[src/rtl/opnd_mem_seq_pkg.sv]
// Shared definitions for the operand memory sequencer: state encoding,
// timeout default, operand destination codes, the latched descriptor type
// and the small combinational helpers that steer the state machine.
package opnd_mem_seq_pkg;

   // Default for the ack wait limit (legal range 1..255).
   localparam int TIMEOUT_DEFAULT = 255;

   // Sequencer states.
   localparam logic [2:0] ST_IDLE = 3'd0;
   localparam logic [2:0] ST_RD0  = 3'd1;
   localparam logic [2:0] ST_RD1  = 3'd2;
   localparam logic [2:0] ST_EXEC = 3'd3;
   localparam logic [2:0] ST_WR0  = 3'd4;
   localparam logic [2:0] ST_WR1  = 3'd5;
   localparam logic [2:0] ST_FIN  = 3'd6;

   // Which operand a memory access belongs to.
   localparam logic OPND_DEST_0 = 1'b0;
   localparam logic OPND_DEST_1 = 1'b1;

   // Operand descriptor captured when a request is accepted.
   typedef struct packed {
      logic        rd0;
      logic        wr0;
      logic        rd1;
      logic        wr1;
      logic [31:0] addr0;
      logic [31:0] addr1;
   } opnd_desc_t;

   // Address-equality compare used for read merging and write collapsing.
   function automatic logic addr_eq(input logic [31:0] a, input logic [31:0] b);
      return (a == b);
   endfunction

   // Both operands read the same word: one read serves both.
   function automatic logic dup_read(input opnd_desc_t d);
      return d.rd0 && d.rd1 && addr_eq(d.addr0, d.addr1);
   endfunction

   // Both operands write the same word: only operand 1's write is issued.
   function automatic logic dup_write(input opnd_desc_t d);
      return d.wr0 && d.wr1 && addr_eq(d.addr0, d.addr1);
   endfunction

   // First state after a request is accepted.
   function automatic logic [2:0] state_after_start(input opnd_desc_t d);
      logic [2:0] st;
      if (d.rd0)      st = ST_RD0;
      else if (d.rd1) st = ST_RD1;
      else            st = ST_EXEC;
      return st;
   endfunction

   // State following a completed operand-0 read.
   function automatic logic [2:0] state_after_rd0(input opnd_desc_t d);
      return (d.rd1 && !dup_read(d)) ? ST_RD1 : ST_EXEC;
   endfunction

   // State following an accepted execute result.
   function automatic logic [2:0] state_after_exec(input opnd_desc_t d);
      logic [2:0] st;
      if (d.wr0 && !dup_write(d)) st = ST_WR0;
      else if (d.wr1)             st = ST_WR1;
      else                        st = ST_FIN;
      return st;
   endfunction

   // State following a completed operand-0 write.
   function automatic logic [2:0] state_after_wr0(input opnd_desc_t d);
      return d.wr1 ? ST_WR1 : ST_FIN;
   endfunction

   // True in the states that own the memory port.
   function automatic logic is_access(input logic [2:0] st);
      return (st == ST_RD0) || (st == ST_RD1) || (st == ST_WR0) || (st == ST_WR1);
   endfunction

   function automatic logic is_write(input logic [2:0] st);
      return (st == ST_WR0) || (st == ST_WR1);
   endfunction

   // Operand targeted by the access in progress.
   function automatic logic access_opnd(input logic [2:0] st);
      return ((st == ST_RD1) || (st == ST_WR1)) ? OPND_DEST_1 : OPND_DEST_0;
   endfunction

endpackage

[src/rtl/ack_timer.sv]
// Ack wait timer: counts cycles a request waits without acknowledge and
// flags the cycle in which the count reaches TIMEOUT.
module ack_timer
   import opnd_mem_seq_pkg::*;
#(
   parameter int TIMEOUT = TIMEOUT_DEFAULT
) (
   input  logic clk,
   input  logic rst,
   input  logic clear,
   input  logic run,
   output logic expired
);

   localparam logic [7:0] LAST_WAIT = 8'(TIMEOUT - 1);

   logic [7:0] count_q;
   logic [7:0] count_d;

   // Next count: clear wins over run so every new access starts from zero.
   always_comb begin
      // NOTE: assign a default first so no path leaves count_d unassigned (no latch).
      count_d = count_q;
      if (clear)    count_d = 8'd0;
      else if (run) count_d = count_q + 8'd1;
   end

   // Count register.
   always_ff @(posedge clk or posedge rst) begin
      // NOTE: non-blocking assignments keep every flop updating from pre-edge values.
      if (rst) count_q <= 8'd0;
      else     count_q <= count_d;
   end

   // This waiting cycle is the TIMEOUT-th one: the count reaches TIMEOUT at the edge.
   assign expired = run && (count_q == LAST_WAIT);

endmodule

[src/rtl/opnd_mem_seq.sv]
// Operand memory sequencer: fetches up to two memory operands over one
// shared memory port, hands them to execute, then writes results back,
// with a per-access ack timeout that aborts to FIN with fault.
module opnd_mem_seq
   import opnd_mem_seq_pkg::*;
#(
   parameter int TIMEOUT = TIMEOUT_DEFAULT
) (
   input  logic        clk,
   input  logic        rst,
   input  logic        start,
   input  logic        opnd0_rd,
   input  logic        opnd0_wr,
   input  logic        opnd1_rd,
   input  logic        opnd1_wr,
   input  logic [31:0] opnd0_addr,
   input  logic [31:0] opnd1_addr,
   input  logic        exec_done,
   input  logic [31:0] opnd0_wdata,
   input  logic [31:0] opnd1_wdata,
   output logic        mem_req,
   output logic        mem_we,
   output logic [31:0] mem_addr,
   output logic [31:0] mem_wdata,
   input  logic        mem_ack,
   input  logic [31:0] mem_rdata,
   output logic        busy,
   output logic        rd_valid,
   output logic [31:0] opnd0_memval,
   output logic [31:0] opnd1_memval,
   output logic        done,
   output logic        fault
);

   logic [2:0]  state_q,   state_d;
   opnd_desc_t  desc_q,    desc_d;
   logic [31:0] wdata0_q,  wdata0_d;
   logic [31:0] wdata1_q,  wdata1_d;
   logic [31:0] memval0_q, memval0_d;
   logic [31:0] memval1_q, memval1_d;
   logic        fault_q,   fault_d;

   opnd_desc_t  desc_in;
   logic        timer_clear;
   logic        timer_run;
   logic        timer_expired;
   logic        sel_opnd1;

   assign desc_in = {opnd0_rd, opnd0_wr, opnd1_rd, opnd1_wr, opnd0_addr, opnd1_addr};

   // The timer only sees acks while a request is out, so stray acks are ignored.
   assign timer_run   = mem_req && !mem_ack;
   assign timer_clear = !mem_req || mem_ack;

   ack_timer #(
      .TIMEOUT (TIMEOUT)
   ) u_ack_timer (
      .clk     (clk),
      .rst     (rst),
      .clear   (timer_clear),
      .run     (timer_run),
      .expired (timer_expired)
   );

   // Next-state and datapath update for the sequencer.
   always_comb begin
      state_d   = state_q;
      desc_d    = desc_q;
      wdata0_d  = wdata0_q;
      wdata1_d  = wdata1_q;
      memval0_d = memval0_q;
      memval1_d = memval1_q;
      fault_d   = 1'b0;

      case (state_q)
         ST_IDLE: begin
            if (start) begin
               desc_d    = desc_in;
               memval0_d = 32'd0;
               memval1_d = 32'd0;
               state_d   = state_after_start(desc_in);
            end
         end
         ST_RD0: begin
            if (mem_ack) begin
               memval0_d = mem_rdata;
               // A merged read fills both operands from the one access.
               if (dup_read(desc_q)) memval1_d = mem_rdata;
               state_d = state_after_rd0(desc_q);
            end
         end
         ST_RD1: begin
            if (mem_ack) begin
               memval1_d = mem_rdata;
               state_d   = ST_EXEC;
            end
         end
         ST_EXEC: begin
            if (exec_done) begin
               wdata0_d = opnd0_wdata;
               wdata1_d = opnd1_wdata;
               state_d  = state_after_exec(desc_q);
            end
         end
         ST_WR0: begin
            if (mem_ack) state_d = state_after_wr0(desc_q);
         end
         ST_WR1: begin
            if (mem_ack) state_d = ST_FIN;
         end
         ST_FIN: begin
            state_d = ST_IDLE;
         end
         default: begin
            state_d = ST_IDLE;
         end
      endcase

      // An expired wait abandons the access and finishes with fault.
      if (timer_expired) begin
         state_d = ST_FIN;
         fault_d = 1'b1;
      end
   end

   // Sequencer and datapath registers.
   always_ff @(posedge clk or posedge rst) begin
      if (rst) begin
         state_q   <= ST_IDLE;
         desc_q    <= '0;
         wdata0_q  <= 32'd0;
         wdata1_q  <= 32'd0;
         memval0_q <= 32'd0;
         memval1_q <= 32'd0;
         fault_q   <= 1'b0;
      end else begin
         state_q   <= state_d;
         desc_q    <= desc_d;
         wdata0_q  <= wdata0_d;
         wdata1_q  <= wdata1_d;
         memval0_q <= memval0_d;
         memval1_q <= memval1_d;
         fault_q   <= fault_d;
      end
   end

   // Memory port is a pure decode of registered state, so it holds steady for the whole access.
   assign sel_opnd1 = (access_opnd(state_q) == OPND_DEST_1);
   assign mem_req   = is_access(state_q);
   assign mem_we    = is_write(state_q);
   assign mem_addr  = mem_req ? (sel_opnd1 ? desc_q.addr1 : desc_q.addr0) : 32'd0;
   assign mem_wdata = mem_we  ? (sel_opnd1 ? wdata1_q : wdata0_q) : 32'd0;

   assign busy         = (state_q != ST_IDLE);
   assign rd_valid     = (state_q == ST_EXEC);
   assign done         = (state_q == ST_FIN);
   assign fault        = fault_q;
   assign opnd0_memval = memval0_q;
   assign opnd1_memval = memval1_q;

endmodule

[config.mk]
export PLATFORM = sky130hd
export DESIGN_NAME = opnd_mem_seq
export DESIGN_NICKNAME = d
export VERILOG_FILES = /design/src/rtl/opnd_mem_seq_pkg.sv /design/src/rtl/ack_timer.sv /design/src/rtl/opnd_mem_seq.sv
export SDC_FILE = /design/constraint.sdc
export NUM_CORES = 1
export LEC_CHECK = 0
export CAP_MARGIN = 20
export CORE_MARGIN = 4
export CORE_UTILIZATION = 50
export DETAILED_ROUTE_END_ITERATION = 6
export PLACE_DENSITY = 0.81
export SYNTH_ARGS = -nofsm -noshare
export SYNTH_HDL_FRONTEND = slang
export SYNTH_SLANG_ARGS = --single-unit
export TNS_END_PERCENT = 20
[constraint.sdc]
create_clock -name clk -period 10.4 [get_ports clk]
set_input_delay 1.04 -clock clk [delete_from_list [all_inputs] [get_ports clk]]
set_output_delay 1.04 -clock clk [all_outputs]
set_load 0.02 [all_outputs]
* Word-level counts from Yosys, hierarchy flattened
Index checks and enable logic that the tools add are counted.
** Word-level totals
- Input bits :: 169
- Flip-flop bits (word level) :: 208
- Output and inout port bits :: 134
** Cells by class
- $add $sub $neg :: 1
- Eq/ne operators :: 18
- Reductions and logical operators :: 28
- Multiplexer cells :: 27
** Operators with widths (number)
- 2-to-1 mux 32 bit :: 8
- case mux 32 bit (3 select lines) :: 1
- case mux 32 bit (2 select lines) :: 1
- == test 32 bit :: 1
- 2-to-1 mux 3 bit :: 7
- case mux 3 bit (6 select lines) :: 1
- 2-to-1 mux 8 bit :: 2
- inequality test 3 bit (second input constant) :: 5
- == test 3 bit (second input constant) :: 3
- adder 8 x 1 -> 8 bit (second input constant) :: 1
- == test 8 bit (second input constant) :: 1
- logical AND 1 bit :: 8
- inequality test 2 bit (second input constant) :: 4
- == test 3 x 2 -> 1 bit (second input constant) :: 2
- logical OR 1 bit :: 6
- 2-to-1 mux 2 bit :: 3
- AND reduction 6 bit :: 1
- nonzero test 3 bit :: 2
- AND reduction 5 bit :: 1
- logical NOT 1 bit :: 4
- 2-to-1 mux 1 bit :: 4
- AND reduction 2 bit :: 2
- nonzero test 2 bit :: 2
- == test 3 x 1 -> 1 bit (second input constant) :: 1
- other kinds (3) :: 3

* Logic depth before layout (Yosys ltp)
Gate-level depths: netlist of the first run.
- Depth after elaboration :: 8
- Mapped depth :: 9
- Mapped depth without buffers :: 7

* Modules after synthesis
From an unflattened synthesis of the first run, not the netlist that was laid out.
** Unflattened totals
- Cell total of the unflattened synthesis :: 855
- Area total of the unflattened synthesis :: 9439.1 sq um
** By module, submodules not included
- opnd_mem_seq :: seq. area each 5004.8 sq um, cells an instance 813, instances 1, area each 9019.9 sq um
- ack_timer :: seq. area each 200.2 sq um, cells an instance 42, instances 1, area each 419.2 sq um

* Worst setup path before layout of the first run
Ideal clock, no wire load.
- Kind :: register to output
- From :: reg state_q[2]
- To :: out mem_addr[10]
- Path slack :: 7.271 ns
- Data required time :: 9.360 ns
- Stages on the path, launching flop included :: 9
- Data arrival time :: 2.089 ns
- Cells stage by stage :: dfrtp_1 clkbuf_1 nand2b_1 buf_2 inv_2 a21oi_1 clkbuf_1 nand2_1 a21oi_1
** Between the ends
- Cells in the longest elaborated chain, start to end :: 5
- Elaborated cells between the ends (all ways) :: 11
- Classes of those cells :: eq/ne (4); mux (3); reduce/logical (4)
** RTL lines
- from (decl) :: line opnd_mem_seq.sv:35 : logic [2:0] state_q, state_d;
- from (signal assigned) :: line opnd_mem_seq.sv:137 : state_q <= state_d;
- == test 3 x 2 -> 1 bit, or another cell as far along :: line opnd_mem_seq_pkg.sv:77, opnd_mem_seq_pkg.sv:86
- logical OR 1 bit, on equally long branches :: line opnd_mem_seq_pkg.sv:86, opnd_mem_seq_pkg.sv:77
- 2-to-1 mux 1 bit / logical OR 1 bit (equally long branches) :: line opnd_mem_seq_pkg.sv:86, opnd_mem_seq_pkg.sv:77
- 2-to-1 mux 32 bit / logical OR 1 bit (equally long branches) :: line opnd_mem_seq.sv:151, opnd_mem_seq_pkg.sv:77
- 2-to-1 mux 32 bit * :: line opnd_mem_seq.sv:151 : assign mem_addr = mem_req ? (sel_opnd1 ? desc_q.addr1 : desc_q.addr0) : 32'd0;
- to (decl) :: line opnd_mem_seq.sv:23 : output logic [31:0] mem_addr,
Mark *: on every way between the ends. The rest lies on a longest branch, timed or not.

* Final worst setup path of the first run
- From :: reg state_q[1]
- To :: out mem_wdata[20]
** Between the ends
- Cells in the longest elaborated chain, start to end :: 5
- Elaborated cells between the ends (all ways) :: 8
- Classes of those cells :: eq/ne (3); mux (3); reduce/logical (2)
** RTL lines
- == test 3 x 2 -> 1 bit / == test 3 bit (equally long branches) :: line opnd_mem_seq_pkg.sv:86, opnd_mem_seq_pkg.sv:81
- logical OR 1 bit :: line opnd_mem_seq_pkg.sv:86 : return ((st == ST_RD1) || (st == ST_WR1)) ? OPND_DEST_1 : OPND_DEST_0;
- 2-to-1 mux 1 bit :: line opnd_mem_seq_pkg.sv:86
- 2-to-1 mux 32 bit :: line opnd_mem_seq.sv:152 : assign mem_wdata = mem_we ? (sel_opnd1 ? wdata1_q : wdata0_q) : 32'd0;
- 2-to-1 mux 32 bit * :: line opnd_mem_seq.sv:152
- to (decl) :: line opnd_mem_seq.sv:24 : output logic [31:0] mem_wdata,
Marks and branches as above.

==> results of run 1 <==
==> power by group <==
group,internal [mW],switching (mW)
sequential,1.20,0.280
combinational,1.04,1.18
clock,0.447,0.320
total,2.68,1.78
==> worst max-delay path by stage <==
stage,startpoint,endpoint,slack [ns],depth (start not counted)
6_report,state_q[1]$_DFFE_PP0P_,mem_wdata[20],5.75,7
4_1_cts,state_q[1]$_DFFE_PP0P_,mem_wdata[20],5.74,7
3_5_place_dp,state_q[1]$_DFFE_PP0P_,mem_wdata[27],6.37,7
5_1_grt,state_q[1]$_DFFE_PP0P_,mem_wdata[6],5.56,7
2_1_floorplan,rst,desc_q[0]$_DFFE_PP0P_,3.68,1
3_3_place_gp,state_q[1]$_DFFE_PP0P_,mem_wdata[28],6.48,7
==> routing by layer <==
layer | up-vias | GRT usage [%]
met5 | - | 0
met1 | 3792 | 29.82
met2 | 270 | 41.29
met3 | 64 | 4.438
met4 | 0 | 8.984
li1 | 3573 | -
==> logic make-up (layout without fill, tap and decap cells) <==
group,count (synthesis),in the layout
AOI/OAI and AO/OA,119,119
buffers and inverters,96,392
adders and majority gates,2,2
xor gates and xnor gates,38,38
muxes,165,165
DFF,208,208
and+or+nand+nor,278,278
==> cell usage in the layout, fill, tap and decap left out, types with 2 or more instances in the layout <==
cell	count
clkdlybuf4s50_1	302
nand2_1	233
dfrtp_1	208
mux2_2	133
a21oi_1	66
o21ai_0	39
inv_1	37
xor2_1	35
mux2i_1	32
clkbuf_16	23
nor2_1	18
buf_4	10
nor4_1	8
clkbuf_1	8
nand3_1	4
xnor2_1	3
or3_1	3
clkinv_2	3
inv_2	2
nand4_1	2
a21o_2	2
nand2b_1	2
a21oi_4	2
ha_1	2
clkbuf_8	2
==> cell type report <==
type	count	area [sq um]	area share (%)
clock buffer	33	633.1	4.720
clock inverter	6	61.31	0.4570
tap	234	292.8	2.183
multi-input combinational	602	3939	29.36
inverter	40	157.7	1.175
sequential	208	5205	38.80
timing repair buffer	313	3126	23.30
==> through the flow <==
step / util (%) / cell area [sq um] / hold slack (ns) / setup WS (ns) / cells
finish: 71.71 / 13410 / 0.4748 / 5.748 / 1436
global route: 71.71 / 13410 / 0.5035 / 5.564 / 1436
CTS: 71.57 / 13390 / 0.4822 / 5.743 / 1435
detailed placement: 67.85 / 12690 / 0.4690 / 6.366 / 1396
global placement: 67.85 / 12690 / 0.4599 / 6.485 / 1396
floorplan: - / 9534 / 0.4751 / 3.679 / 906
==> worst max-delay path, cell delays in order (launching register included) <==
cell	delay, ns
dfrtp_1	0.64
nand2b_1	0.23
inv_2	0.08
a21oi_4	0.71
buf_4	0.48
nand2_1	0.09
a21oi_1	0.18
clkdlybuf4s50_1	0.67
==> flip-flops by register name (all words and copies together), names as in the netlist <==
| register | flops |
|---|---|
| fault | 1 |
| wdata1_q | 32 |
| u_ack_timer.count_q | 8 |
| opnd1_memval | 32 |
| state_q | 3 |
| wdata0_q | 32 |
| desc_q | 68 |
| opnd0_memval | 32 |
==> metrics.log, run 1 <==
INFO  metric critical_path_peak_fanout = 33
INFO  metric floorplan.core_area = 18710 sq um
INFO  metric grt-ovfl-total = 0
INFO  metric initial_antenna_violation_count = 0
INFO  metric r2r_slack = approximately 7.4 ns
INFO  metric firstDrtPassIters = 5
INFO  metric critical_path_required = around 9.4 ns
INFO  metric r2r_end = opnd1_memval[0]$_DFFE_PP0P_
INFO  metric type_of_the_most_critical_hold_path = register to register
INFO  metric ys_async_sr_fraction = between 90% and 100%
INFO  metric ant_nets = 0
INFO  metric synth_compound_gate_area_share = between 6 and 7%
INFO  metric wl_met2 = between 10000 and 15000 microns
INFO  metric tritoncts_num_sinks = 208
INFO  metric worstSetupPathType = register to output port
INFO  metric place.gp.congestion = slightly above 0.8
INFO  metric timing.final.crit_share = between 40% and 50%
INFO  metric cts.repair_timing.setup_buffer_count = 0
INFO  metric yosys-top-cells-count = nand2_1, dfrtp_1, mux2_2
INFO  metric final.min_clock_period = between 4 and 5 ns
INFO  metric dr.max_layer_used = met4
INFO  metric synth_edf_count = 0
INFO  metric max_fclk = roughly 210 MHz
INFO  metric numPortBuffers = a little over 300
INFO  metric vias_per_cell = around 5.4
INFO  metric grt_start_max_net_pins = 133
INFO  metric design.die.area = about 21000 sq um
INFO  metric synth_warnings = 0
INFO  metric layout_cells_sized_above_1 = between 10% and 20%
INFO  metric final.fill_count = roughly 1400
INFO  metric postSynthCellCount = between 900 and 1000
INFO  metric inserted_clock_buffers = 23
INFO  metric synth_area = 9534 sq um
INFO  metric postSynthNetCount = between 1000 and 1500
INFO  metric timing_worst_slew_pin_value = 0.9969 ns
INFO  metric hold_start = opnd0_memval[8]$_DFFE_PP0P_
INFO  metric cts-root-buf = clkbuf_16
INFO  metric setup_viol_count_final = 0
INFO  metric worst_r2r_startpoint = desc_q[7]$_DFFE_PP0P_
INFO  metric ctsHtreeMaxLevel = 1
INFO  metric diodes = 0
INFO  metric synth_area_leader_cell = dfrtp_1
INFO  metric die_height = approximately 150 microns
INFO  metric final_nets = ~1400
INFO  metric ys_types = 36
INFO  metric synth_top_family_by_area = multiplexers
INFO  metric floorplan.initialDensity = roughly half
INFO  metric rsz_0062_raised_after_global_routing = no
INFO  metric number_of_hold_repair_buffers_added_at_the_cts_stage = 0
INFO  metric start_kind = register
INFO  metric worst-r2r-cell-count = 6
INFO  metric floorplan.rows = 50
INFO  metric detailroute.via_count = about 7700
INFO  metric max-slew-margin-rel = about a third
INFO  metric synth.mux.area_fraction = between 10% and 20%
INFO  metric worst_hold_endpoint = opnd0_memval[8]$_DFFE_PP0P_
INFO  metric via_count_of_the_first_global_routing_pass = roughly 8000
INFO  metric clk_pin_slew = approximately 0.060 ns
INFO  metric io_pins = ~300
INFO  metric ys_seq_area_share = 54.59%
INFO  metric die_width = around 150 microns
INFO  metric hold_violations = 0
INFO  metric routedWlPerCell = 18.12 microns
INFO  metric dr.first_iter.drc_count = slightly above 500
INFO  metric synth-xor-area-share = 3.491%
INFO  metric power_per_cell_area = 332.3 nW/um^2
INFO  metric hold_depth = 2
INFO  metric cts_tree = done
INFO  metric clock-skew-final = around 0.0090 ns
INFO  metric synth_area_leaders = dfrtp_1, mux2_2, nand2_1
INFO  metric final.setup.tns = 0 ns
INFO  metric layout-area-overhead-vs-synth = 40.70%
INFO  metric globalRouteTotalUtil = between 20% and 30%
INFO  metric cp.arrival = approximately 3.6 ns
INFO  metric cts-root-to-sink-buffers = 3
INFO  metric leakagePower = 5.851 nW
INFO  metric wl_met1 = around 10000 microns
INFO  metric timing.critical_path.to_type = output port
INFO  metric ir_worst_vdd = just over 0.2 mV
INFO  metric amount_of_wire_on_met3_after_detailed_routing = approximately 1600 microns
INFO  metric share_of_synthesized_cell_area_in_and_or_nand_and_nor_gates = around 12%
INFO  metric grt_pass1_wl = 41900 microns
INFO  metric fin_total_pwr = ~4.5 mW
INFO  metric postCtsResizedCells = 0
INFO  metric synth_adder_area_share = 0.2625%
INFO  metric totalWireLength = 26020 microns
INFO  metric drv_cap = 0
INFO  metric most_repeated_cell_in_the_gate_level_netlist_after_synthesis = nand2_1
INFO  metric synthDominantCellAreaShare = 54.59%
INFO  metric syn_avg_cell_area = around 11 sq um
INFO  metric post_detailed_route_drc_marker_count = 0
INFO  metric outcome = finished, final reports clean
INFO  metric timing_max_transition_violations_final = 0
INFO  metric dp_hpwl = 17930 microns
INFO  metric insertion_delay = roughly 0.50 ns
INFO  metric synth_seq_cells = between 200 and 250
INFO  metric yosys_most_used_dff = dfrtp_1
(Power assumes the default switching activity.)
==> run 2, diff against run 1 <==
--- a/config.mk
+++ b/config.mk
@@ -7,9 +7,9 @@
 export LEC_CHECK = 0
 export CAP_MARGIN = 20
 export CORE_MARGIN = 4
-export CORE_UTILIZATION = 50
+export CORE_UTILIZATION = 42
 export DETAILED_ROUTE_END_ITERATION = 6
-export PLACE_DENSITY = 0.81
+export PLACE_DENSITY = 0.72
 export SYNTH_ARGS = -nofsm -noshare
 export SYNTH_HDL_FRONTEND = slang
 export SYNTH_SLANG_ARGS = --single-unit
==> constraint.sdc (replaced) <==
create_clock -name clk -period 4.06 [get_ports clk]
set_input_delay 0.406 -clock clk [delete_from_list [all_inputs] [get_ports clk]]
set_output_delay 0.406 -clock clk [all_outputs]
set_load 0.02 [all_outputs]
==> metrics.log, run 2 (synthesized netlist as in run 1, its figures left out) <==
INFO  metric timing_max_transition_violations_final = 0
INFO  metric ff_latch_area = roughly 5200 sq um
INFO  metric tritoncts_num_sinks = approximately 210
INFO  metric switching_power = 4.523 mW
INFO  metric io_pins = around 300
INFO  metric rsz_0062_raised_after_global_routing = no
INFO  metric fin_cells = around 1500
INFO  metric place.gp.congestion = roughly 0.86
INFO  metric place_worst_setup_slack = 0.9486 ns
INFO  metric timing.final.crit_share = 89.97%
INFO  metric grt_start_max_net_pins = 98
INFO  metric vias_per_cell = 5.059
INFO  metric registers.top_by_ff_count = desc_q
INFO  metric multi_input_area = 3939 sq um
INFO  metric cts_tree = done
INFO  metric critical_path_required = about 3.7 ns
INFO  metric clk_pin_slew = 0.06 ns
INFO  metric worst_r2r_startpoint = desc_q[7]$_DFFE_PP0P_
INFO  metric timing.hold.ws = around 0.4 ns
INFO  metric numPortBuffers = approximately 300
INFO  metric via_count_of_the_first_global_routing_pass = just under 8000
INFO  metric detailroute.via_count = approximately 7500
INFO  metric start_kind = register
INFO  metric worstSetupPathType = register to output port
INFO  metric final.setup.tns = 0 ns
INFO  metric outcome = finished, final reports clean
INFO  metric timing.final.ws_setup = between 0.4 and 0.5 ns
INFO  metric final_core_utilization = between 60% and 70%
INFO  metric final.min_clock_period = 3.653 ns
INFO  metric max-slew-margin-rel = between 30% and 40%
INFO  metric power_per_cell_area = between 800 and 900 nW/um^2
INFO  metric ir_worst_vdd = just over 0.4 mV
INFO  metric dr.first_iter.drc_count = roughly 440
INFO  metric dp_hpwl = between 15000 and 20000 microns
INFO  metric ctsHtreeMaxLevel = 1
INFO  metric diodes = 0
INFO  metric leakagePower = 5.941 nW
INFO  metric insertion_delay = around 0.50 ns
INFO  metric initial_antenna_violation_count = 0
INFO  metric cp.arrival = 3.25 ns
INFO  metric globalRouteTotalUtil = about a fifth
INFO  metric floorplan.rows = 54
INFO  metric grt_pass1_wl = slightly above 40000 microns
INFO  metric grt-ovfl-total = 0
INFO  metric dp.cells = 1445
INFO  metric firstDrtPassIters = 5
INFO  metric die_height = between 150 and 200 microns
INFO  metric layout.cells.most_common = clkdlybuf4s50_1
INFO  metric cts-root-to-sink-buffers = 3
INFO  metric design.die.area = roughly 25000 sq um
INFO  metric groute.layer.met2.usage = 33.42%
INFO  metric power.sequential.fraction = approximately 32%
INFO  metric drv_cap = 0
INFO  metric clock-skew-final = roughly 0.008 ns
INFO  metric power.share.clock = a little under 20%
INFO  metric floorplan.core_area = 22090 sq um
INFO  metric floorplan.initialDensity = between 40 and 50%
INFO  metric setup_viol_count_final = 0
INFO  metric inserted_clock_buffers = 24
INFO  metric number_of_hold_repair_buffers_added_at_the_cts_stage = 0
INFO  metric internal_power = ~7.2 mW
INFO  metric routedWlPerCell = approximately 17 microns
INFO  metric global_routing_met1_resource_utilization = 26.89%
INFO  metric most-common-layout-cells = clkdlybuf4s50_1, nand2_1, dfrtp_1, mux2_2, a21oi_1
INFO  metric globalRoute.busiestLayer = met2
INFO  metric power.switching_fraction = approximately two fifths
INFO  metric cts.repair_timing.setup_buffer_count = 0
INFO  metric hold_violations = 0
INFO  metric final.fill_count = 1827
INFO  metric r2r_end = opnd1_memval[20]$_DFFE_PP0P_
INFO  metric combPwrFrac = 48.6%
INFO  metric final_cell_area = roughly 14000 sq um
INFO  metric post_detailed_route_drc_marker_count = 0
INFO  metric max_fclk = 273.8 MHz
INFO  metric critical_path_peak_fanout = 22
INFO  metric timing.critical_path.to_type = output port
INFO  metric ant_nets = 0
INFO  metric max_reg_flops = between 60 and 70
INFO  metric cts-root-buf = clkbuf_16
INFO  metric die_width = around 160 microns
INFO  metric placed_cell_area = between 10000 and 15000 sq um
INFO  metric fin_total_pwr = between 10 and 15 mW
INFO  metric postCtsResizedCells = 0
INFO  metric grt_use_met3 = roughly 5.3%
INFO  metric layout-area-overhead-vs-synth = 43.36%
INFO  metric worst-r2r-cell-count = 6
INFO  metric timing_worst_slew_pin_value = 1.021 ns
INFO  metric layout_cells_sized_above_1 = roughly 16%
INFO  metric type_of_the_most_critical_hold_path = input port to async pin
INFO  metric final_nets = 1362
INFO  metric r2r_slack = a little over 1 ns
INFO  metric totalWireLength = ~26000 microns
-- run 2: cell type report --
class | instances | share of cell area (%)
well taps | 280 | 2.563
clock buffers | 34 | 5.117
clock inverters | 8 | 1.044
inverters | 40 | 1.126
repair buffers | 315 | 23.25
multi-input cells | 602 | 28.82
flip-flops and latches | 208 | 38.08
-- run 2: layer usage --
metal  wire, microns  part of all wire [%]  vias up
li1                -                     -     3580
met1           10750                    41     3632
met2           12500                    48      265
met3            2101                   8.1       45
met4             667                   2.6        0
met5               0                     0        -
-- run 2: worst max-delay path by stage --
stage,from,end,slack (ns)
after floorplan,rst,desc_q[0]$_DFFE_PP0P_,0.95
after global routing,state_q[1]$_DFFE_PP0P_,mem_wdata[4],0.17
final,state_q[1]$_DFFE_PP0P_,mem_addr[26],0.41
after detailed placement,state_q[1]$_DFFE_PP0P_,mem_wdata[20],0.95
after global placement,state_q[0]$_DFFE_PP0P_,mem_addr[31],1.00
after CTS,state_q[1]$_DFFE_PP0P_,mem_addr[26],0.40
-- run 2: critical path, stage by stage (launching register included) --
cell and delay [ns]:
dfrtp_1 0.64, nand2b_1 0.21, inv_2 0.07, a21oi_4 0.51, buf_4 0.38, nand2_1 0.10, a21oi_1 0.19, clkdlybuf4s50_1 0.64
-- run 2: power groups by stage --
| stage | combinational, mW | clock [mW] | sequential, mW |
|---|---|---|---|
| 3_5_place_dp | 5.76 | 0 | 3.80 |
| 3_3_place_gp | 5.62 | 0 | 3.77 |
| 6_report | 5.71 | 2.26 | 3.78 |
| 4_1_cts | 5.79 | 2.33 | 3.78 |
| 5_1_grt | 6.22 | 2.43 | 3.91 |
| 2_1_floorplan | 3.28 | 0 | 3.90 |
==> run 3, diff against run 2 <==
--- a/config.mk
+++ b/config.mk
@@ -9,7 +9,9 @@
 export CORE_MARGIN = 4
 export CORE_UTILIZATION = 42
 export DETAILED_ROUTE_END_ITERATION = 6
+export GPL_TIMING_DRIVEN = 0
 export PLACE_DENSITY = 0.72
+export REMOVE_ABC_BUFFERS = 1
 export SYNTH_ARGS = -nofsm -noshare
 export SYNTH_HDL_FRONTEND = slang
 export SYNTH_SLANG_ARGS = --single-unit
==> metrics.log, run 3 (synthesized netlist as in run 1, its figures left out) <==
INFO  metric dp_hpwl = approximately 19000 microns
INFO  metric die_width = 158.7 microns
INFO  metric power_per_cell_area = approximately 860 nW/um^2
INFO  metric ant_nets = 0
INFO  metric inserted_clock_buffers = 24
INFO  metric numPortBuffers = 302
INFO  metric max_stage_delay = ~0.70 ns
INFO  metric cts-root-buf = clkbuf_16
INFO  metric detailroute.via_count = between 7000 and 8000
INFO  metric cp.buffers_inverters = 3
INFO  metric cpMaxStageDelayCell = clkdlybuf4s50_1
INFO  metric vias_per_cell = approximately 5.1
INFO  metric rsz_0062_raised_after_global_routing = no
INFO  metric ctsHtreeMaxLevel = 1
INFO  metric worstSetupPathType = register to output port
INFO  metric timing.critical_path.to_type = output port
INFO  metric fin_cells = roughly 1500
INFO  metric cts_tree = done
INFO  metric design.die.area = ~25000 sq um
INFO  metric timing.final.ws_setup = 0.2882 ns
INFO  metric clk_pin_slew = approximately 0.06 ns
INFO  metric firstDrtPassIters = 5
INFO  metric max-slew-margin-rel = a little under two fifths
INFO  metric max_fclk = ~270 MHz
INFO  metric insertion_delay = between 0.5 and 0.6 ns
INFO  metric grt_pass1_wl = roughly 42000 microns
INFO  metric tritoncts_num_sinks = roughly 210
INFO  metric place_worst_setup_slack = ~0.22 ns
INFO  metric cts-root-to-sink-buffers = 3
INFO  metric type_of_the_most_critical_hold_path = input port to async pin
INFO  metric dp.cells = between 1000 and 1500
INFO  metric crit_family = buffers and inverters
INFO  metric final_nets = 1365
INFO  metric io_pins = 303
INFO  metric floorplan.core_area = approximately 22000 sq um
INFO  metric critical_path_peak_fanout = 38
INFO  metric clock-skew-final = 0.01730 ns
INFO  metric layout-area-overhead-vs-synth = 44.45%
INFO  metric timing_worst_slew_pin_value = 0.9245 ns
INFO  metric critical_path_required = approximately 3.7 ns
INFO  metric outcome = finished, final reports clean
INFO  metric most-common-layout-cells = clkdlybuf4s50_1, nand2_1, dfrtp_1, mux2_2, a21oi_1
INFO  metric initial_antenna_violation_count = 0
INFO  metric fin_total_pwr = 11.87 mW
INFO  metric final.fill_count = roughly 1800
INFO  metric floorplan.initialDensity = between 40% and 50%
INFO  metric diodes = 0
INFO  metric max_reg_flops = 68
INFO  metric post_detailed_route_drc_marker_count = 0
INFO  metric layout.cells.most_common = clkdlybuf4s50_1
INFO  metric registers.top_by_ff_count = desc_q
INFO  metric grt_start_max_net_pins = about 110
INFO  metric die_height = 158.7 microns
INFO  metric setup_viol_count_final = 0
INFO  metric start_kind = register
INFO  metric place.gp.congestion = a little over 0.8
INFO  metric leakagePower = roughly 6 nW
INFO  metric timing_max_transition_violations_final = 0
INFO  metric ir_worst_vdd = 0.5563 mV
INFO  metric totalWireLength = 26690 microns
INFO  metric floorplan.rows = between 50 and 60
INFO  metric dr.first_iter.drc_count = approximately 390
INFO  metric timing.final.crit_share = roughly 93%
INFO  metric routedWlPerCell = 17.90 microns
INFO  metric via_count_of_the_first_global_routing_pass = 7675
INFO  metric drv_cap = 0
INFO  metric cp.arrival = roughly 3.4 ns
INFO  metric grt-ovfl-total = 0
INFO  metric number_of_hold_repair_buffers_added_at_the_cts_stage = 0
INFO  metric final.min_clock_period = 3.772 ns
INFO  metric hold_violations = 0
INFO  metric crit_chain = nand2b_4, inv_2, a21o_4, buf_12, nand2_1, a21oi_1, clkdlybuf4s50_1
INFO  metric layout_cells_sized_above_1 = about 16%
INFO  metric globalRouteTotalUtil = between 20% and 30%
==> run 3: cell types whose count changed in the layout (fill, tap and decap cells not counted), moves of 2 or more <==
cell	before	now
bufinv_16	4	1
clkinvlp_4	2	0
buf_6	0	2
buf_16	1	7
buf_4	9	4
clkbuf_1	5	8
==> run 3: final timing paths <==
check | startpoint | end | cells after the start | slack, ns
worst max-delay path | state_q[2]$_DFFE_PP0P_ | mem_addr[4] | 7 | 0.29
worst min-delay path | rst | opnd1_memval[4]$_DFFE_PP0P_ | 2 | 0.42
worst max register to register | desc_q[11]$_DFFE_PP0P_ | opnd1_memval[15]$_DFFE_PP0P_ | 7 | 1.31
worst min register to register | opnd0_memval[0]$_DFFE_PP0P_ | opnd0_memval[0]$_DFFE_PP0P_ | 2 | 0.48
max in group asynchronous | rst | desc_q[38]$_DFFE_PP0P_ | 3 | 2.65
min in group clk | mem_rdata[30] | opnd0_memval[30]$_DFFE_PP0P_ | 3 | 0.47
==> run 3: final cells by class <==
| class | count | area (sq um) | share of cell area, % |
|---|---|---|---|
| repair buffers | 318 | 3323 | 24.13 |
| well taps | 280 | 350.3 | 2.544 |
| multi-input cells | 602 | 3961 | 28.76 |
| clock buffers | 38 | 724.4 | 5.260 |
| clock inverters | 5 | 50.05 | 0.3634 |
| flip-flops and latches | 208 | 5205 | 37.79 |
| inverters | 40 | 157.7 | 1.145 |
==> run 3: what timing repair did <==
action	in CTS	in global routing
gates resized for setup	2	0
endpoints found under the setup margin	64	0
setup buffers	4	0
==> run 3: worst register-to-register path, delay by kind of cell (launching register included) <==
kind	cells	cell delay, ns
mux	1	0.17
flops	1	0.40
buf+inv	1	0.20
simple gates	3	1.38
compound gates	1	0.31
xor+xnor	1	0.17
==> run 3: per-layer routing <==
metal,part of all wire [%],vias up,wire length (microns),global-route usage (%)
li1,-,3585,-,-
met1,41,3636,10870,26.37
met2,46,270,12370,33.74
met3,11,41,2838,7.747
met4,2.3,0,604,4.590
met5,0,-,0,0
==> run 3: metrics by stage <==
step	TNS (ns)	instance area [sq um]	hold slack, ns	utilization [%]
floorplan	-482.28	9258	0.4751	-
global placement	-1426.68	12630	0.4610	57.17
detailed placement	0	12960	0.4693	58.64
CTS	0	13770	0.4396	62.33
global route	0	13770	0.4596	62.33
finish	0	13770	0.4162	62.33
==> run 3: power by group <==
part           total, mW  internal (mW)  switching, mW
sequential          3.75           3.06          0.684
clock               2.11           1.28          0.829
combinational       6.02           2.89           3.13
